==> src/rtl/spm_serial_mult.sv <==
// Serial-parallel carry-save multiplier, WIDTH cells, valid/ready operand/result handshake.
// Optional serial product tap on p_bit/p_bit_valid when SPM_SERIAL_OUT_EN is defined.
module spm_serial_mult #(
    parameter int WIDTH  = 8,
    parameter bit SIGNED = 1'b0
) (
    input  logic               clk,
    input  logic               rst,
    input  logic               in_valid,
    output logic               in_ready,
    input  logic [WIDTH-1:0]   x,
    input  logic [WIDTH-1:0]   y,
    output logic               out_valid,
    input  logic               out_ready,
    output logic [2*WIDTH-1:0] product,
    output logic               busy
`ifdef SPM_SERIAL_OUT_EN
    ,
    output logic               p_bit,
    output logic               p_bit_valid
`endif
);

    localparam int CW = $clog2(2*WIDTH) + 1;
    localparam logic [CW-1:0] LAST = CW'(2*WIDTH-1);
    // Signed mode inverts the MSB partial product; the constant that restores
    // the value mod 2^(2*WIDTH) is preloaded as a carry into the MSB cell.
    localparam logic [WIDTH-1:0] C_INIT = {SIGNED, {(WIDTH-1){1'b0}}};

    typedef enum logic [1:0] {
        IDLE,
        RUN,
        DONE
    } state_t;

    state_t           state;
    logic [WIDTH-1:0] x_q;
    logic [WIDTH-1:0] y_sh;
    logic [WIDTH-1:0] s_q;
    logic [WIDTH-1:0] c_q;
    logic [WIDTH-1:0] s_d;
    logic [WIDTH-1:0] c_d;
    logic [CW-1:0]    cnt;
    logic             ybit;
    logic             y_fill;

    assign ybit   = y_sh[0];
    assign y_fill = SIGNED ? y_sh[WIDTH-1] : 1'b0;

    for (genvar i = 0; i < WIDTH; i++) begin : csa
        logic pp;
        logic sin;
        if (SIGNED && i == WIDTH-1) begin : g_pp
            assign pp = ~(x_q[i] & ybit);
        end else begin : g_pp
            assign pp = x_q[i] & ybit;
        end
        if (i == WIDTH-1) begin : g_sin
            assign sin = 1'b0;
        end else begin : g_sin
            assign sin = s_q[i+1];
        end
        assign s_d[i] = pp ^ sin ^ c_q[i];
        assign c_d[i] = (pp & sin) | (pp & c_q[i]) | (sin & c_q[i]);
    end

    always_ff @(posedge clk) begin
        if (!rst) begin
            state     <= IDLE;
            in_ready  <= 1'b1;
            out_valid <= 1'b0;
            busy      <= 1'b0;
            product   <= '0;
            x_q       <= '0;
            y_sh      <= '0;
            s_q       <= '0;
            c_q       <= '0;
            cnt       <= '0;
        end else begin
            unique case (state)
                IDLE: begin
                    if (in_valid) begin
                        x_q      <= x;
                        y_sh     <= y;
                        s_q      <= '0;
                        c_q      <= C_INIT;
                        cnt      <= '0;
                        in_ready <= 1'b0;
                        busy     <= 1'b1;
                        state    <= RUN;
                    end
                end
                RUN: begin
                    s_q     <= s_d;
                    c_q     <= c_d;
                    y_sh    <= {y_fill, y_sh[WIDTH-1:1]};
                    product <= {s_d[0], product[2*WIDTH-1:1]};
                    cnt     <= cnt + 1'b1;
                    if (cnt == LAST) begin
                        busy      <= 1'b0;
                        out_valid <= 1'b1;
                        state     <= DONE;
                    end
                end
                DONE: begin
                    if (out_ready) begin
                        out_valid <= 1'b0;
                        in_ready  <= 1'b1;
                        state     <= IDLE;
                    end
                end
                default: begin
                    state     <= IDLE;
                    in_ready  <= 1'b1;
                    out_valid <= 1'b0;
                    busy      <= 1'b0;
                end
            endcase
        end
    end

`ifdef SPM_SERIAL_OUT_EN
    assign p_bit       = (state == RUN) & s_d[0];
    assign p_bit_valid = (state == RUN);
`endif

endmodule

==> config.mk <==
export PLATFORM = sky130hd
export DESIGN_NAME = spm_serial_mult
export DESIGN_NICKNAME = d
export VERILOG_FILES = /design/src/rtl/spm_serial_mult.sv
export SDC_FILE = /design/constraint.sdc
export NUM_CORES = 1
export LEC_CHECK = 0
export ABC_AREA = 1
export CAP_MARGIN = 20
export CORE_MARGIN = 5
export CORE_UTILIZATION = 40
export CTS_CLUSTER_DIAMETER = 40
export DETAILED_ROUTE_END_ITERATION = 8
export PLACE_DENSITY = 0.65
export SLEW_MARGIN = 15
export SYNTH_ARGS = -nofsm -noshare
export SYNTH_HDL_FRONTEND = slang
export SYNTH_SLANG_ARGS = --single-unit
==> constraint.sdc <==
create_clock -name clk -period 1.4 [get_ports clk]
set_input_delay 0.35 -clock clk [delete_from_list [all_inputs] [get_ports clk]]
set_output_delay 0.35 -clock clk [all_outputs]
set_load 0.005 [all_outputs]
Word level (Yosys, flattened, before mapping)
Index checks and enable logic that the tools add are counted.
Widths: inputs -> output; s select.
- $add $sub $neg: 1
- equal/unequal tests: 6
- multiplexer cells: 20
- bitwise gates (word level): 62
- reductions and logical operators: 8
- operators by type and width (kind ; count):
    $pmux 8 s2 ; 3
    $and 1x1->1 ; 30
    $mux 8 ; 2
    $xor 1x1->1 ; 15
    $or 1x1->1 ; 14
    $reduce_and 3->1 ; 4
    $pmux 5 s2 ; 1
    $pmux 1 s3 ; 3
    $mux 1 ; 6
    $mux 2 ; 3
    $ne 2x2->1 const B ; 3
    $pmux 2 s3 ; 1
    $add 5x1->5 const B ; 1
    $eq 5x4->1 const B ; 1
    $mux 5 ; 1
    $reduce_and 2->1 ; 2
    $not 1->1 ; 3
    $eq 2x1->1 const B ; 1
    $eq 2x2->1 const B ; 1
    $logic_not 2->1 ; 1
    $reduce_bool 2->1 ; 1
- flip-flop bits (word level): 58
- bits of input ports: 20
- output and inout port bits: 19
- word-level logic and storage cells: 107

Depth between registers and ports, before layout
- depth in word-level cells: 5
- gate-level depth with buffers: 8
- depth with buffers taken out: 8

Worst setup path before layout
OpenSTA, ideal clock, no wires.
- kind: register to register
- from: register y_sh[0]
- to: register s_q[1]
- library setup time: 70 ps
- data arrival time: 1408 ps
- data required time: 1330 ps
- slack: -78 ps
- cell stages (with the launch flop): 6
- path buffers: 1
- clock period less this slack: 1478 ps
- cells stage by stage: dfxtp_1 -> clkbuf_1 -> nand2_1 -> fa_1 -> or2_2 -> a21oi_1
- word-level cells in the longest chain between the ends: 4
- RTL lines (what ; line ; RTL):
    from (decl) ; 38 ; logic [WIDTH-1:0] y_sh;
    from (signal assigned) ; 84 ; y_sh <= y;
    from (signal assigned) ; 96 ; y_sh <= {y_fill, y_sh[WIDTH-1:1]};
    $and 1x1->1 ; 56 ; assign pp = x_q[i] & ybit;
    $xor 1x1->1 (2 in series) ; 63 ; assign s_d[i] = pp ^ sin ^ c_q[i];
    $pmux 8 s2 ; 80 ; unique case (state)
    to (signal assigned) ; 76 ; s_q <= '0;
    to (signal assigned) ; 85 ; s_q <= '0;
    to (signal assigned) ; 94 ; s_q <= s_d;
    to (decl) ; 39 ; logic [WIDTH-1:0] s_q;
Every way passes these cells.
A chain may end at the register's enable or synchronous reset.

Final worst setup path
- from: register y_sh[0]
- to: register product[15]
- word-level cells in the longest chain between the ends: 3
- RTL lines (what ; line ; RTL):
    $and 1x1->1 ; 56 ;
    $xor 1x1->1 (2 in series) ; 63 ;
    via s_d[0] ; 41 ; logic [WIDTH-1:0] s_d;
    to (signal assigned) ; 97 ; product <= {s_d[0], product[2*WIDTH-1:1]};
    to (decl) ; 15 ; output logic [2*WIDTH-1:0] product,
The timed path passes the listed nets, and every way through them passes these cells.

==> metrics.md <==
| Metric | Value |
|---|---|
| H-tree levels | `3` |
| Clock buffer count from CTS | `9` |
| Die area | `0.00771 mm^2` |
| Layout cell share with drive strength beyond 1 | `18.0%` |
| Setup Viol. Count Final | `0` |
| CTS tree | `yes` |
| Post-Route WL | `5580 um` |
| Worst Skew | `0.00717 ns` |
| CTS max path bufs | `2` |
| Hold Vio Cnt, Final | `0` |
| IO Pins | `39` |
| Syn_area_per_cell | `7.59 um^2` |
| Max VDD drop | `0.840 mV` |
| Int Pwr | `2.95 mW` |
| Clock network power share | `42.2%` |
| Number of global-route vias before repair | `2136` |
| Final Net Count | `404` |
| Die H | `87.8 um` |
| Final Core Density | `55.3%` |
| Post-Layout Inst Area | `0.00326 mm^2` |
| Post-Syn Area | `0.00242 mm^2` |
| PD cells | `1200 mW/mm^2` |
| Area contributors post-synth | `dfxtp_1 (47%), nor2_1 (9.9%), nand2_1 (9.8%)` |
| Antenna Cells | `0` |
| Clock latency on the worst-skew pair | `0.34 ns` |
| Critical path peak fanout | `4` |
| Clock-pin slew on the worst setup and hold paths | `0.06 ns` |
| Area Growth Syn to Fin | `34.6%` |
| Post-route DRC | `0` |
| Top-count cell post-synth | `nor2_1` |
| Post-Synthesis Cells | `319` |
| # rows | `28` |
| Vias after detailed routing | `2142` |
| Die width | `87.8 um` |
| RSZ-0062 raised after global routing | `true` |
| Status | `complete, no violations` |
| Placer congestion estimate | `0.771` |
| Final cell count without fillers | `453` |
| Tightest Pin Transition | `0.277 ns` |
| DRT iter0 DRCs | `56` |
| CP Class | `reg2reg` |
| Area after DPL | `0.00299 mm^2` |
| Number of enable flip-flop cells after synthesis | `0` |
| Static leakage | `1.35 nW` |
| FMAX | `724 MHz` |
| CORE AREA | `0.00589 mm^2` |
| Inst Count DP | `436` |
| Relative slew slack | `81.3%` |
| Worst Hold Class | `reg2reg` |
| Antenna violation net count after detailed routing | `0` |
| Synth top area share | `47.2%` |
| Mapped Nets | `349` |
| Tmin final | `1.38 ns` |
| Final max-slew violation count | `0` |
| Warnings from Yosys | `0` |
| Max_cap viols | `0` |
| FF+latch count, synth | `57` |
| Synth Flop Type | `dfxtp_1` |
| Post-synthesis sequential area ratio | `47.2%` |
| Async S/R FF share, synth | `0%` |
| Synth cell types | `23` |
| Synth top cells by count | `nor2_1 (64), nand2_1 (63), dfxtp_1 (57), o21ai_0 (35)` |
| Cell taking the most area after synthesis | `dfxtp_1` |
| Final period util | `98.7%` |
| Clock Tree Root | `clkbuf_8` |
| WL/cell | `12.3 um` |
| Initial antenna violation count | `0` |
| First-pass GRT wire length | `9390 um` |
| Req. time, crit path | `1.63 ns` |
| Port buffer count | `38` |
| Clk sinks | `57` |
| Initial core utilization | `41.1%` |
| Net Sw Power | `0.956 mW` |
| Via/cell ratio | `4.73` |
| Data arrival, critical path | `1.61 ns` |
| Total track usage | `15.8%` |
| Crit. End Element | `flop` |
| Worst Setup Start Kind | `flop` |
| Pre-Repair DR Iteration Count | `4` |
| Sequential Power Share | `45.5%` |
| Comb pwr share | `12.4%` |
| Sw Share | `24.4%` |
| GRT overflow | `0` |
| Largest net degree at the start of global routing | `28` |
| Hpwl dp | `3730 um` |
| Cts hold-fix bufs | `0` |
-- placed cells by master (no fill, tap or decap), types with 2 or more instances in the layout --
master and count:
or2_4 2, inv_2 4, clkdlybuf4s50_1 19, a21oi_2 6, buf_4 18, dlygate4sd2_1 19
fa_1 7, o21ai_0 35, or2_2 5, nor2_1 63, dfxtp_1 49, dfxtp_2 8
nand2_1 62, a21oi_1 19, inv_1 23, nand3_1 3, or2_0 6, clkbuf_8 13
buf_12 2
-- sequential cells by signal, summed over array words and instances (netlist names) --
register	flops
x_q	8
y_sh	8
c_q	8
s_q	7
in_ready	1
busy	1
product	16
out_valid	1
cnt	5
state	2
-- metal layers --
metal	GRT usage, %	share of wire, %	vias up
met1	18.9	46	971
met4	4.60	1.3	0
met5	0	0	-
li1	-	-	1102
met3	8.18	6.6	10
met2	25.0	46	59
-- area by class of cell --
class / instances / area [um^2]
tap: 75 / 93.8
clock buffer: 13 / 179
clock inverter: 2 / 35.0
multi-input combinational: 219 / 1150
fill: 580 / 2630
inverter: 28 / 105
timing repair buffer: 59 / 543
sequential: 57 / 1150
-- final timing paths --
| check | start | end | slack (ns) | depth (start not counted) |
|---|---|---|---|---|
| max | y_sh[0] | product[15] | 0.02 | 7 |
| min | out_valid | out_valid | 0.45 | 2 |
| max reg2reg | y_sh[0] | product[15] | 0.02 | 7 |
| min reg2reg | out_valid | out_valid | 0.45 | 2 |
-- power by group through the flow --
stage	logic, mW	clock network (mW)	registers (mW)
detailed placement	0.506	0	1.81
floorplan	0.245	0	1.80
global placement	0.502	0	1.81
finish	0.484	1.65	1.78
CTS	0.484	1.69	1.78
global route	0.547	1.78	1.79
-- through the flow --
step                      setup TNS (ns)  worst slack (ns)  hold WS [ns]  total power, mW
after global placement             -3.06            -0.109         0.429             2.31
after detailed placement           -4.55            -0.166         0.445             2.31
after global routing              -0.391           -0.0616         0.467             4.11
after floorplan                        0            0.0141         0.439             2.05
after CTS                              0           0.00181         0.454             3.95
final                                  0            0.0184         0.446             3.91
-- critical path: stages (launching register included) --
cell and delay, ns:
dfxtp_2 0.32, buf_6 0.12, buf_4 0.13, nand2_2 0.05
inv_2 0.04, fa_1 0.46, nor2_2 0.12, nor2_1 0.05
-- cell families after synthesis --
family,Yosys count,share of synthesized area [%]
buffers and inverters,43,7.50
DFF,57,47.2
adders and majority gates,10,7.34
and+or+nand+nor,147,24.9
AOI/OAI and AO/OA,62,13.1
-- repair_timing --
action,4_1_cts,5_1_grt
pin swaps,4,8
buffers inserted,0,2
resized for setup,33,11
endpoints found under the setup margin,23,13
(Power assumes the default switching activity.)
